<file path="src/rtl/render_dispatch.sv">
// render_dispatch: issues frame pixels to LANES escape-time renderers and writes their results back; RENDER_DISPATCH_ABORT_EN adds iAbort.
module render_dispatch #(
  parameter int LANES = 4,
  parameter int COLS  = 640,
  parameter int ROWS  = 480,
  parameter int FXW   = 32,
  parameter int ITW   = 8
) (
  input  logic                 iCLK,
  input  logic                 iRST,
  input  logic                 iStart,
  input  logic [FXW-1:0]       iRe0,
  input  logic [FXW-1:0]       iIm0,
  input  logic [FXW-1:0]       iStep,
  output logic [LANES-1:0]     oLaneStart,
  output logic [FXW-1:0]       oLaneRe,
  output logic [FXW-1:0]       oLaneIm,
  input  logic [LANES-1:0]     iLaneDone,
  input  logic [LANES*ITW-1:0] iLaneIter,
  output logic                 oWrEn,
  output logic [19:0]          oWrAddr,
  output logic [ITW-1:0]       oWrData,
  input  logic                 iWrReady,
  output logic                 oBusy,
  output logic                 oFrameDone
`ifdef RENDER_DISPATCH_ABORT_EN
  ,
  input  logic                 iAbort
`endif
);
  localparam int LW = LANES > 1 ? $clog2(LANES) : 1;
  localparam int CW = COLS > 1 ? $clog2(COLS) : 1;
  localparam logic [19:0] LAST = 20'(COLS*ROWS-1);
  typedef enum logic [1:0] {IDLE, ISSUE, DRAIN, DONE} state_t;
  state_t state, state_n;
  logic [FXW-1:0] re0, step, cur_re, cur_im;
  logic [CW-1:0] col;
  logic [19:0] addr;
  logic [LANES-1:0] busy, pend;
  logic [19:0] tag [LANES];
  logic [ITW-1:0] res [LANES];
  logic [LW-1:0] gnt, cand, wl;
  logic gnt_ok, cand_ok, issue, accept, abort, wr_v, eol;
`ifdef RENDER_DISPATCH_ABORT_EN
  assign abort = iAbort && (state == ISSUE || state == DRAIN);
`else
  assign abort = 1'b0;
`endif
  // lowest free lane for issue; lowest pending lane not already on the write port
  always_comb begin
    gnt = '0;
    gnt_ok = 1'b0;
    cand = '0;
    cand_ok = 1'b0;
    for (int k = LANES-1; k >= 0; k--) begin
      if (!busy[k]) begin
        gnt = LW'(k);
        gnt_ok = 1'b1;
      end
      if (pend[k] && !(wr_v && wl == LW'(k))) begin
        cand = LW'(k);
        cand_ok = 1'b1;
      end
    end
  end
  assign issue      = state == ISSUE && gnt_ok && !abort;
  assign eol        = col == CW'(COLS-1);
  assign oLaneStart = issue ? LANES'(1) << gnt : '0;
  assign oLaneRe    = cur_re;
  assign oLaneIm    = cur_im;
  assign oWrEn      = wr_v && !abort;
  assign accept     = oWrEn && iWrReady;
  assign oBusy      = state == ISSUE || state == DRAIN;
  assign oFrameDone = state == DONE;
  always_comb begin
    state_n = state;
    case (state)
      IDLE:    state_n = iStart ? ISSUE : IDLE;
      ISSUE:   state_n = abort ? IDLE : (issue && addr == LAST) ? DRAIN : ISSUE;
      DRAIN:   state_n = abort ? IDLE : (busy == '0 && pend == '0 && !wr_v) ? DONE : DRAIN;
      default: state_n = IDLE;
    endcase
  end
  always_ff @(posedge iCLK) begin
    if (iRST) begin
      state   <= IDLE;
      busy    <= '0;
      pend    <= '0;
      wr_v    <= 1'b0;
      wl      <= '0;
      oWrAddr <= '0;
      oWrData <= '0;
      re0     <= '0;
      step    <= '0;
      cur_re  <= '0;
      cur_im  <= '0;
      col     <= '0;
      addr    <= '0;
    end else begin
      state <= state_n;
      if (state == IDLE && iStart) begin
        re0    <= iRe0;
        step   <= iStep;
        cur_re <= iRe0;
        cur_im <= iIm0;
        col    <= '0;
        addr   <= '0;
      end
      if (issue) begin
        busy[gnt] <= 1'b1;
        addr      <= addr + 20'd1;
        col       <= eol ? '0 : col + 1'b1;
        cur_re    <= eol ? re0 : cur_re + step;
        cur_im    <= eol ? cur_im + step : cur_im;
      end
      for (int k = 0; k < LANES; k++)
        if (iLaneDone[k] && busy[k] && !pend[k]) pend[k] <= 1'b1;
      if (accept) begin
        busy[wl] <= 1'b0;
        pend[wl] <= 1'b0;
      end
      if (!wr_v || accept) begin
        wr_v <= cand_ok;
        if (cand_ok) begin
          wl      <= cand;
          oWrAddr <= tag[cand];
          oWrData <= res[cand];
        end
      end
      if (abort) begin
        busy <= '0;
        pend <= '0;
        wr_v <= 1'b0;
      end
    end
  end
  always_ff @(posedge iCLK) begin
    if (issue) tag[gnt] <= addr;
    for (int k = 0; k < LANES; k++)
      if (iLaneDone[k] && busy[k] && !pend[k]) res[k] <= iLaneIter[k*ITW +: ITW];
  end
endmodule

</file>
<file path="config.mk">
export PLATFORM = sky130hd
export DESIGN_NAME = render_dispatch
export DESIGN_NICKNAME = d
export VERILOG_FILES = /design/src/rtl/render_dispatch.sv
export SDC_FILE = /design/constraint.sdc
export NUM_CORES = 1
export LEC_CHECK = 0
export ABC_AREA = 1
export CORE_MARGIN = 10
export CORE_UTILIZATION = 35
export CTS_BUF_LIST = sky130_fd_sc_hd__clkbuf_2
export DETAILED_ROUTE_END_ITERATION = 8
export MAX_ROUTING_LAYER = met4
export SLEW_MARGIN = 20
export SYNTH_ARGS = -nofsm -noshare
export SYNTH_HDL_FRONTEND = slang
export SYNTH_SLANG_ARGS = --single-unit
export TNS_END_PERCENT = 20
</file>
<file path="constraint.sdc">
create_clock -name iCLK -period 3.8 [get_ports iCLK]
set_input_delay 0.76 -clock iCLK [delete_from_list [all_inputs] [get_ports iCLK]]
set_output_delay 0.76 -clock iCLK [all_outputs]
set_load 0.01 [all_outputs]
</file>
==> results of run 1 <==
==> cells in the final DEF, fill, tap and decap left out, types with 5 or more instances in the layout <==
master / count
sky130_fd_sc_hd__buf_4: 22
sky130_fd_sc_hd__clkinv_1: 12
sky130_fd_sc_hd__o21bai_1: 6
sky130_fd_sc_hd__o21ai_1: 29
sky130_fd_sc_hd__clkinv_2: 6
sky130_fd_sc_hd__nand3b_1: 5
sky130_fd_sc_hd__xor2_1: 9
sky130_fd_sc_hd__nand4_1: 7
sky130_fd_sc_hd__nor3_1: 18
sky130_fd_sc_hd__edfxtp_1: 112
sky130_fd_sc_hd__inv_1: 249
sky130_fd_sc_hd__nor2_1: 354
sky130_fd_sc_hd__xnor2_1: 17
sky130_fd_sc_hd__clkdlybuf4s50_1: 233
sky130_fd_sc_hd__nand2_1: 683
sky130_fd_sc_hd__inv_2: 9
sky130_fd_sc_hd__dfxtp_1: 199
sky130_fd_sc_hd__o211ai_1: 31
sky130_fd_sc_hd__clkbuf_2: 128
sky130_fd_sc_hd__nand3_1: 101
sky130_fd_sc_hd__ha_1: 68
sky130_fd_sc_hd__o21ai_0: 167
sky130_fd_sc_hd__a31oi_1: 7
sky130_fd_sc_hd__diode_2: 6
sky130_fd_sc_hd__a21oi_1: 193
==> area by class of cell <==
type | instances | area share (%)
sequential | 311 | 35.5
clock inverter | 22 | 0.666
timing repair buffer | 256 | 12.2
clock buffer | 128 | 3.10
inverter | 260 | 4.73
antenna | 6 | 0.0726
multi-input combinational | 1737 | 40.0
tap | 615 | 3.72
==> metal layers <==
layer	track usage (%)	part of all wire [%]
met3	4.37	6.3
met2	32.2	47
met4	6.69	2.9
met5	-	0
met1	23.5	44
==> registers in the layout, summed over array words and instances, names as in the netlist <==
register and cells:
busy 4, res 32, step 32, re0 32, wl 2, tag 80
col 10, oWrEn 1, addr 20, oWrData 8, oLaneIm 32, pend 4
oWrAddr 20, state 2, oLaneRe 32
==> how the worst max path moves through the flow <==
stage | startpoint | cells past startpoint | endpoint
6_report | state[1] | 7 | oLaneStart[3]
2_1_floorplan | state[1] | 6 | oLaneStart[3]
4_1_cts | state[1] | 7 | oLaneStart[3]
3_3_place_gp | col[0] | 14 | oLaneIm[5]
3_5_place_dp | col[0] | 12 | oLaneIm[2]
5_1_grt | state[1] | 7 | oLaneStart[3]
==> cell families (layout without fill, tap and decap cells) <==
kind of cell    Yosys count  count (layout)  share of synthesized area (%)
buf+inv                 351             666                           8.23
xor+xnor                 26              26                           1.34
simple gates           1190            1190                           27.8
compound gates          451             451                           14.2
fa+ha+maj                70              70                           5.24
other cells               0               6                              0
flops                   311             311                           43.2
==> power breakdown <==
group | internal (mW) | leakage (nW) | switching (mW)
sequential | 3.62 | 2.69 | 0.190
clock | 0.976 | 0.597 | 1.48
combinational | 0.754 | 5.90 | 1.04
total | 5.35 | 9.19 | 2.71
==> timing repair <==
item                                    in CTS  in global routing
hold buffers                                 0                  0
gates resized for setup                      0                  1
endpoints found under the setup margin       0                  1
==> cell usage after synthesis (all sizes together) <==
library cell,n
nor3,19
a21o,2
nand4,8
nor4,3
and3,1
nand3,101
a21oi,194
nor2,360
clkinv,1
o211a,1
edfxtp,112
xor2,9
o211ai,31
fa,2
o22ai,1
a221oi,1
nand2,687
a31oi,7
a311oi,2
inv,259
or2,5
a22oi,3
buf,40
o21bai,6
a211oi,4
xnor2,17
o31ai,1
ha,68
dfxtp,199
o21a,2
o21ai,196
clkbuf,51
nand3b,5
and2,1
==> per-stage QoR <==
step	power (mW)	setup TNS [ps]	util, %	worst slack, ps
floorplan	4.90	0	-	567
global placement	5.66	0	41.6	854
detailed placement	5.69	0	41.6	776
CTS	8.17	0	43.2	108
global route	8.57	-0.755	43.2	-0.755
finish	8.06	0	43.2	257
==> results, run 1 <==
- The number of fillers in the final layout is 4,969.
- The net count after synthesis is 2,605.
- The worst hold path depth is 1.
- The width of the die is 240 um.
- In this run, synthesis produced a sequential element count of 311.
- Data on the critical path arrives at its endpoint at 2780 ps.
- The count of H-tree levels built during CTS is 3.
- The type of the worst setup path is reg2out.
- The fraction of final layout cells with drive strength greater than 1 is 6.96%.
- The CTS tree is done.
- In this run the clock root is driven by a sky130_fd_sc_hd__clkbuf_2.
- Entering global routing, the biggest net connects 89 pins.
- The number of sinks driven by the clock tree is 311.
- The static leakage is 9.19 nW.
- The average cell area after synthesis is 7.09 um^2.
- The number of slew-limit violations in the final report is 0.
- In the final design database the tool counted 2,855 nets.
- The worst setup path is captured at an output pin.
- Summed over all instances, the cell type with the most area after synthesis is sky130_fd_sc_hd__dfxtp_1.
- STA classifies the critical path startpoint as a flop.
- The start of the worst register-to-register path is col[0].
- Of all nets on the critical path, the largest fanout is 4.
- The area of all sequential standard cells is 0.00735 mm^2.
- The endpoint of the worst-slack reg-to-reg timing path is oLaneIm[2].
- The number of nets with antenna violations after routing is 0.
- The clock period could shrink to 3540 ps.
- The floorplan step set the die height to 240 um.
- The register-to-register setup slack is 730 ps.
- Buffers added to address setup during post-CTS repair amount to 0.
- The total area inside the core boundary comes to 0.0478 mm^2.
- After detailed routing, the total wire length is 56.2 mm.
- The transition time at the pin with the least slew margin is 1090 ps.
- Synthesis instantiated 46 different standard cells from the library.
- After the flow finishes, the layout carries non-filler instances totaling 3,335.
- The full die area is 0.0578 mm^2.
- The power density over cell area is 390 mW/mm^2.
- The worst hold path terminates at res[2][4].
- The critical path contains buffers and inverters numbering 3 combined.
- The synthesized area is 0.0170 mm^2.
- The proportion of netlist area held by the largest area contributor is 23.4%.
- The clock transition at the register clock pins on the worst setup and hold paths after CTS is 100 ps.
- The peak ir drop on the vdd network is 0.000189 V.
- The largest single stage delay on the critical path is 580 ps.
- Summing all multi-input logic gate instances after layout gives 0.00827 mm^2.
- In the synthesized netlist, the number of instances is 2,399.
- The total global routing overflow is 0.
- The clock latency of the later-clocked register in the worst-skew pair is 1080 ps.
- The class of the most critical hold timing path is in2reg.
- The area of all placed cells without fillers is 0.0207 mm^2.
- The initial utilization of the core area, before any placement, comes to 35.5%.
- The first detailed-routing pass took 8 iterations.
- The number of hold violations in the final report is 0.
- The worst clock skew is 92.7 ps.
- In the post-synthesis netlist, the biggest area contributors are sky130_fd_sc_hd__dfxtp_1, sky130_fd_sc_hd__edfxtp_1, sky130_fd_sc_hd__nand2_1, sky130_fd_sc_hd__nor2_1, sky130_fd_sc_hd__a21oi_1.
- The sequential fraction of the synthesis area is 43.2%.
- The wire length per cell is 16.8 um.
- The via total after detailed routing is 16.6k.
- The highest clock frequency the design can meet is 282 MHz.
- The routability-driven placement congestion ratio is 0.968.
- The floorplan row count is 80.
- During synthesis, Yosys emitted a total of 0 warnings.
- The number of clock buffers added by TritonCTS is 83.
- The tool flagged a number of max-cap violations equal to 0.
- Setup violations remaining at the end of the flow were counted as 0.
- The depth of the most critical reg-to-reg path is 12.
- The final worst-path cycle share is 93.2%.
- The startpoint identified for the worst hold timing path is iLaneIter[20].
- The cell with the biggest individual delay on the critical path is sky130_fd_sc_hd__clkdlybuf4s50_1.
- The buffer depth of the longest clock path is 3.
- The flow ran to the end, and the final reports show no timing, DRC or antenna violations.
- Measured against its own limit, the worst slew margin works out to 27.3%.
- Detailed placement ended at an HPWL of 41.7 mm.
- 235 I/O pins were placed.
- The required time reported for the critical path endpoint is 3040 ps.
- Dividing the detail-routed via count by the number of cells gives 4.98.
- The first global-routing pass estimated 86.8 mm of wire.
- Counting stages on the worst path, the most repeated cell is sky130_fd_sc_hd__inv_1.
- Compared with the post-synthesis result, the final layout area differs by 21.6%.
- The worst hold slack is 265 ps.
- In this run, the number of DRC markers left after iteration 0 of detailed routing was 1,077.
- The number of global-route vias before repair is 16.1k.
- After detailed routing, the number of remaining DRC violations is 0.
- Summing all placed instances gives a cell area of 0.0199 mm^2.
- During placement, the flow inserted port buffers numbering 234.
- Walking the worst path, the cells encountered are inv_1, ha_1, nand2_1, nor2_1, inv_1, nor3_2, clkdlybuf4s50_1.
- Grouping stages by cell kind, the critical path spends the most delay in buffers and inverters.
- The overall global routing resource usage is 19.6%.
- The total instance count after detailed placement is 3,179.
- The initial antenna violation count came to 3.
Note: power is estimated with default switching activity, not from simulation.
==> run 2: changes to the inputs <==
--- a/config.mk
+++ b/config.mk
@@ -6,9 +6,9 @@
 export NUM_CORES = 1
 export LEC_CHECK = 0
 export ABC_AREA = 1
-export CORE_MARGIN = 10
 export CORE_UTILIZATION = 35
 export CTS_BUF_LIST = sky130_fd_sc_hd__clkbuf_2
+export CTS_CLUSTER_SIZE = 20
 export DETAILED_ROUTE_END_ITERATION = 8
 export MAX_ROUTING_LAYER = met4
 export SLEW_MARGIN = 20
==> run 2 against run 1 <==
  * Global-route usage increased by 3.1 points
  * Worst setup slack got worse by 3.8 ps
  * Critical endpoint unchanged
  * Design area increased by 0.13%
  * Wire length decreased by 2.5%
  * Cell count increased by 0.24%
  * Critical path depth unchanged
  * Combinational power about the same
  * Flip-flop and latch count unchanged
  * Clock-buffer cell count increased by 6
  * Largest power group unchanged
==> results, run 2 (same netlist as run 1, synthesis figures left out) <==
- The flow ran to the end, and the final reports show no timing, DRC or antenna violations.
- The net switching power figure is 2.70 mW (-0.37%).
- The post-layout minimum cycle time was 3550 ps (+3.85 ps).
- The number of fillers in the final layout came to 5,001 (+0.64%).
- From synthesis to final layout, the design area changed by 21.8%.
- The largest register by flop count is tag.
- The number of resized instances in the post-cts repair step is 0 (unchanged).
- The overall global routing resource usage came to 22.7% (+3.1 points).
- The CTS root buffer is sky130_fd_sc_hd__clkbuf_2.
- The number of nets with antenna violations after routing is 0 (unchanged).
- The static leakage is 9.21 nW (+0.27%).
- The highest clock frequency the design can meet was 282 MHz (-0.11%).
- The flip-flop count of the largest register after layout is 80 (unchanged).
- The peak ir drop on the vdd network is 0.000181 V (-4.1%).
- The width of the die came to 222 um (-7.5%).
- The internal power component is 5.39 mW (+0.64%).
- The number of hold violations in the final report came to 0 (unchanged).
- The relative max-transition margin was 38.5% (+11 points).
- The pin count of the biggest net entering global routing came to 69 (-22%).
- The number of sinks driven by the clock tree is 311 (unchanged).
- The count of routing violations after the opening detailed-route iteration is 1,041 (-3.3%).
- The endpoint type of the worst setup path is an output pin.
- The total negative slack is 0 ps (unchanged).
- The total global routing overflow came to 0 (unchanged).
- The floorplan row count is 80 (unchanged).
- The initial antenna violation count was 3 (unchanged).
- The die span in y is 222 um (-7.5%).
- The final worst-path cycle share came to 93.3% (+0.10 points).
- The clock transition at the register clock pins on the worst setup and hold paths after CTS is 100 ps (about the same).
- The transition time at the pin with the least slew margin is 921 ps (-170 ps).
- The fraction of final layout cells with drive strength greater than 1 came to 6.98% (+0.014 points).
- The number of global-route vias before repair was 15.8k (-1.5%).
- The full die area is 0.0495 mm^2 (-14%).
- The post-placement cell area is 0.0199 mm^2 (unchanged).
- The worst hold path depth is 4 (+3).
- The number of buffers created by CTS is 86 (+3.6%).
- Leaving out fill and tap cells, the most frequent cells in the layout are sky130_fd_sc_hd__nand2_1, sky130_fd_sc_hd__nor2_1, sky130_fd_sc_hd__inv_1.
- The count of TritonRoute iterations in the first routing pass is 5 (-3).
- The logic gate share of total power is 22.0% (-0.3 points).
- The wire length reported by the detailed router is 54.8 mm (-2.5%).
- The required time reported for the critical path endpoint is 3040 ps (about the same).
- The number of slew-limit violations in the final report is 0 (unchanged).
- The number of design rule violations left after detail routing is 0 (unchanged).
- The vias per cell is 4.91 (-1.4%).
- The total setup violations reported at the end of the flow came to 0 (unchanged).
- The wire length per cell came to 16.4 um (-2.7%).
- The startpoint class of the critical path is a flop.
- The via total after detailed routing is 16.4k (-1.2%).
- The sequential share of power is 47.2% (about the same).
- The clock latency of the later-clocked register in the worst-skew pair is 1080 ps (about the same).
- The count of max-cap constraint violations was 0 (unchanged).
- Setup repair after global routing left no endpoint under its margin.
- The effective utilization at floorplan is 35.5% (unchanged).
- The count of H-tree levels built during CTS is 3 (unchanged).
- The clock network power share is 30.8% (+0.4 points).
- The wire length of the first global-routing pass is 85.8 mm (-1.2%).
- The area of all placed cells without fillers is 0.0207 mm^2 (+0.13%).
- The critical path is of the reg2out type.
- The post-CTS setup buffer count is 0 (unchanged).
- The maximum fanout along the worst path is 4 (unchanged).
- The power density over cell area is 391 mW/mm^2 (+0.17%).
- Leaving out fill and tap cells, the most frequent cell in the layout is sky130_fd_sc_hd__nand2_1.
- The number of buffers inserted by hold repair at cts is 0 (unchanged).
- The buffer depth of the longest clock path was 3 (unchanged).
- The switching fraction of total power is 33.4% (-0.22 points).
- The routability-driven placement congestion ratio came to 0.970 (+0.22%).
- TritonCTS built the clock tree.
- The depth of the most critical reg-to-reg path came to 11 (-1).
- The area of the core was 0.0478 mm^2 (unchanged).
- The post-layout net count is 2,858 (+0.11%).
- In this run the worst hold path is classified as in2reg.
- The estimated wirelength of the detail-placed design came to 40.7 mm (-2.4%).
- The worst path arrival time is 2790 ps (about the same).
- The top-level port count was 235 (unchanged).
- The number of port buffers is 234 (unchanged).
- The worst clock skew was 102 ps (+9.30 ps).
-- run 2: changes by cell type in the layout (fill, tap and decap cells not counted), sizes merged --
cell	delta
clkinv	+3
clkbuf	+6
diode	-1
inv	+1
clkinvlp	-1
-- run 2: through the flow --
| stage | utilization (%) | hold slack (ps) | setup WS [ps] | cells | power, mW |
|---|---|---|---|---|---|
| 3_3_place_gp | 41.6 | 449 | 835 | 3179 | 5.65 |
| 5_1_grt | 43.3 | 80.6 | 0.0417 | 3341 | 8.60 |
| 3_5_place_dp | 41.6 | 452 | 806 | 3179 | 5.67 |
| 4_1_cts | 43.2 | 64.3 | 94.1 | 3338 | 8.21 |
| 2_1_floorplan | - | 442 | 567 | 2399 | 4.90 |
| 6_report | 43.3 | 187 | 253 | 3343 | 8.09 |
-- run 2: area by class of cell --
class                           count  area (um^2)  share of cell area (%)
Tap cell                          615          769                    3.72
Clock buffer                      134          671                    3.24
Inverter                          260          976                    4.71
Antenna cell                        5         12.5                  0.0604
Multi-Input combinational cell   1737         8270                    39.9
Clock inverter                     25          140                   0.677
Timing Repair Buffer              256         2520                    12.2
Sequential cell                   311         7350                    35.5
-- run 2: power by group through the flow --
stage	Sequential (mW)	Clock (mW)	Combinational, mW
after global placement	3.89	0	1.76
after detailed placement	3.90	0	1.78
after floorplan	3.86	0	1.04
final	3.82	2.49	1.78
after CTS	3.82	2.60	1.79
after global routing	3.84	2.77	1.99
-- run 2: worst paths after layout --
check	start	endpoint	slack, ps
setup / recovery	state[1]	oLaneStart[3]	250
hold / removal	iRST	oWrAddr[11]	190
setup reg to reg	state[1]	oLaneIm[5]	840
hold reg to reg	re0[14]	re0[14]	470
-- run 2: per-layer routing --
layer	wire [um]	vias to the layer above	GRT usage (%)	part of all wire, %
li1	-	8354	-	-
met1	24200	7505	27.5	44
met2	25900	469	37.5	47
met3	3200	92	4.85	5.8
met4	1520	0	7.45	2.8
met5	0	-	-	0
-- run 2: worst max-delay path, stage by stage, from the launching register on --
cell and delay (ps):
sky130_fd_sc_hd__dfxtp_1 340, sky130_fd_sc_hd__inv_1 110, sky130_fd_sc_hd__ha_1 220, sky130_fd_sc_hd__nand2_1 110, sky130_fd_sc_hd__nor2_1 110, sky130_fd_sc_hd__inv_1 80
sky130_fd_sc_hd__nor3_2 210, sky130_fd_sc_hd__clkdlybuf4s50_1 590
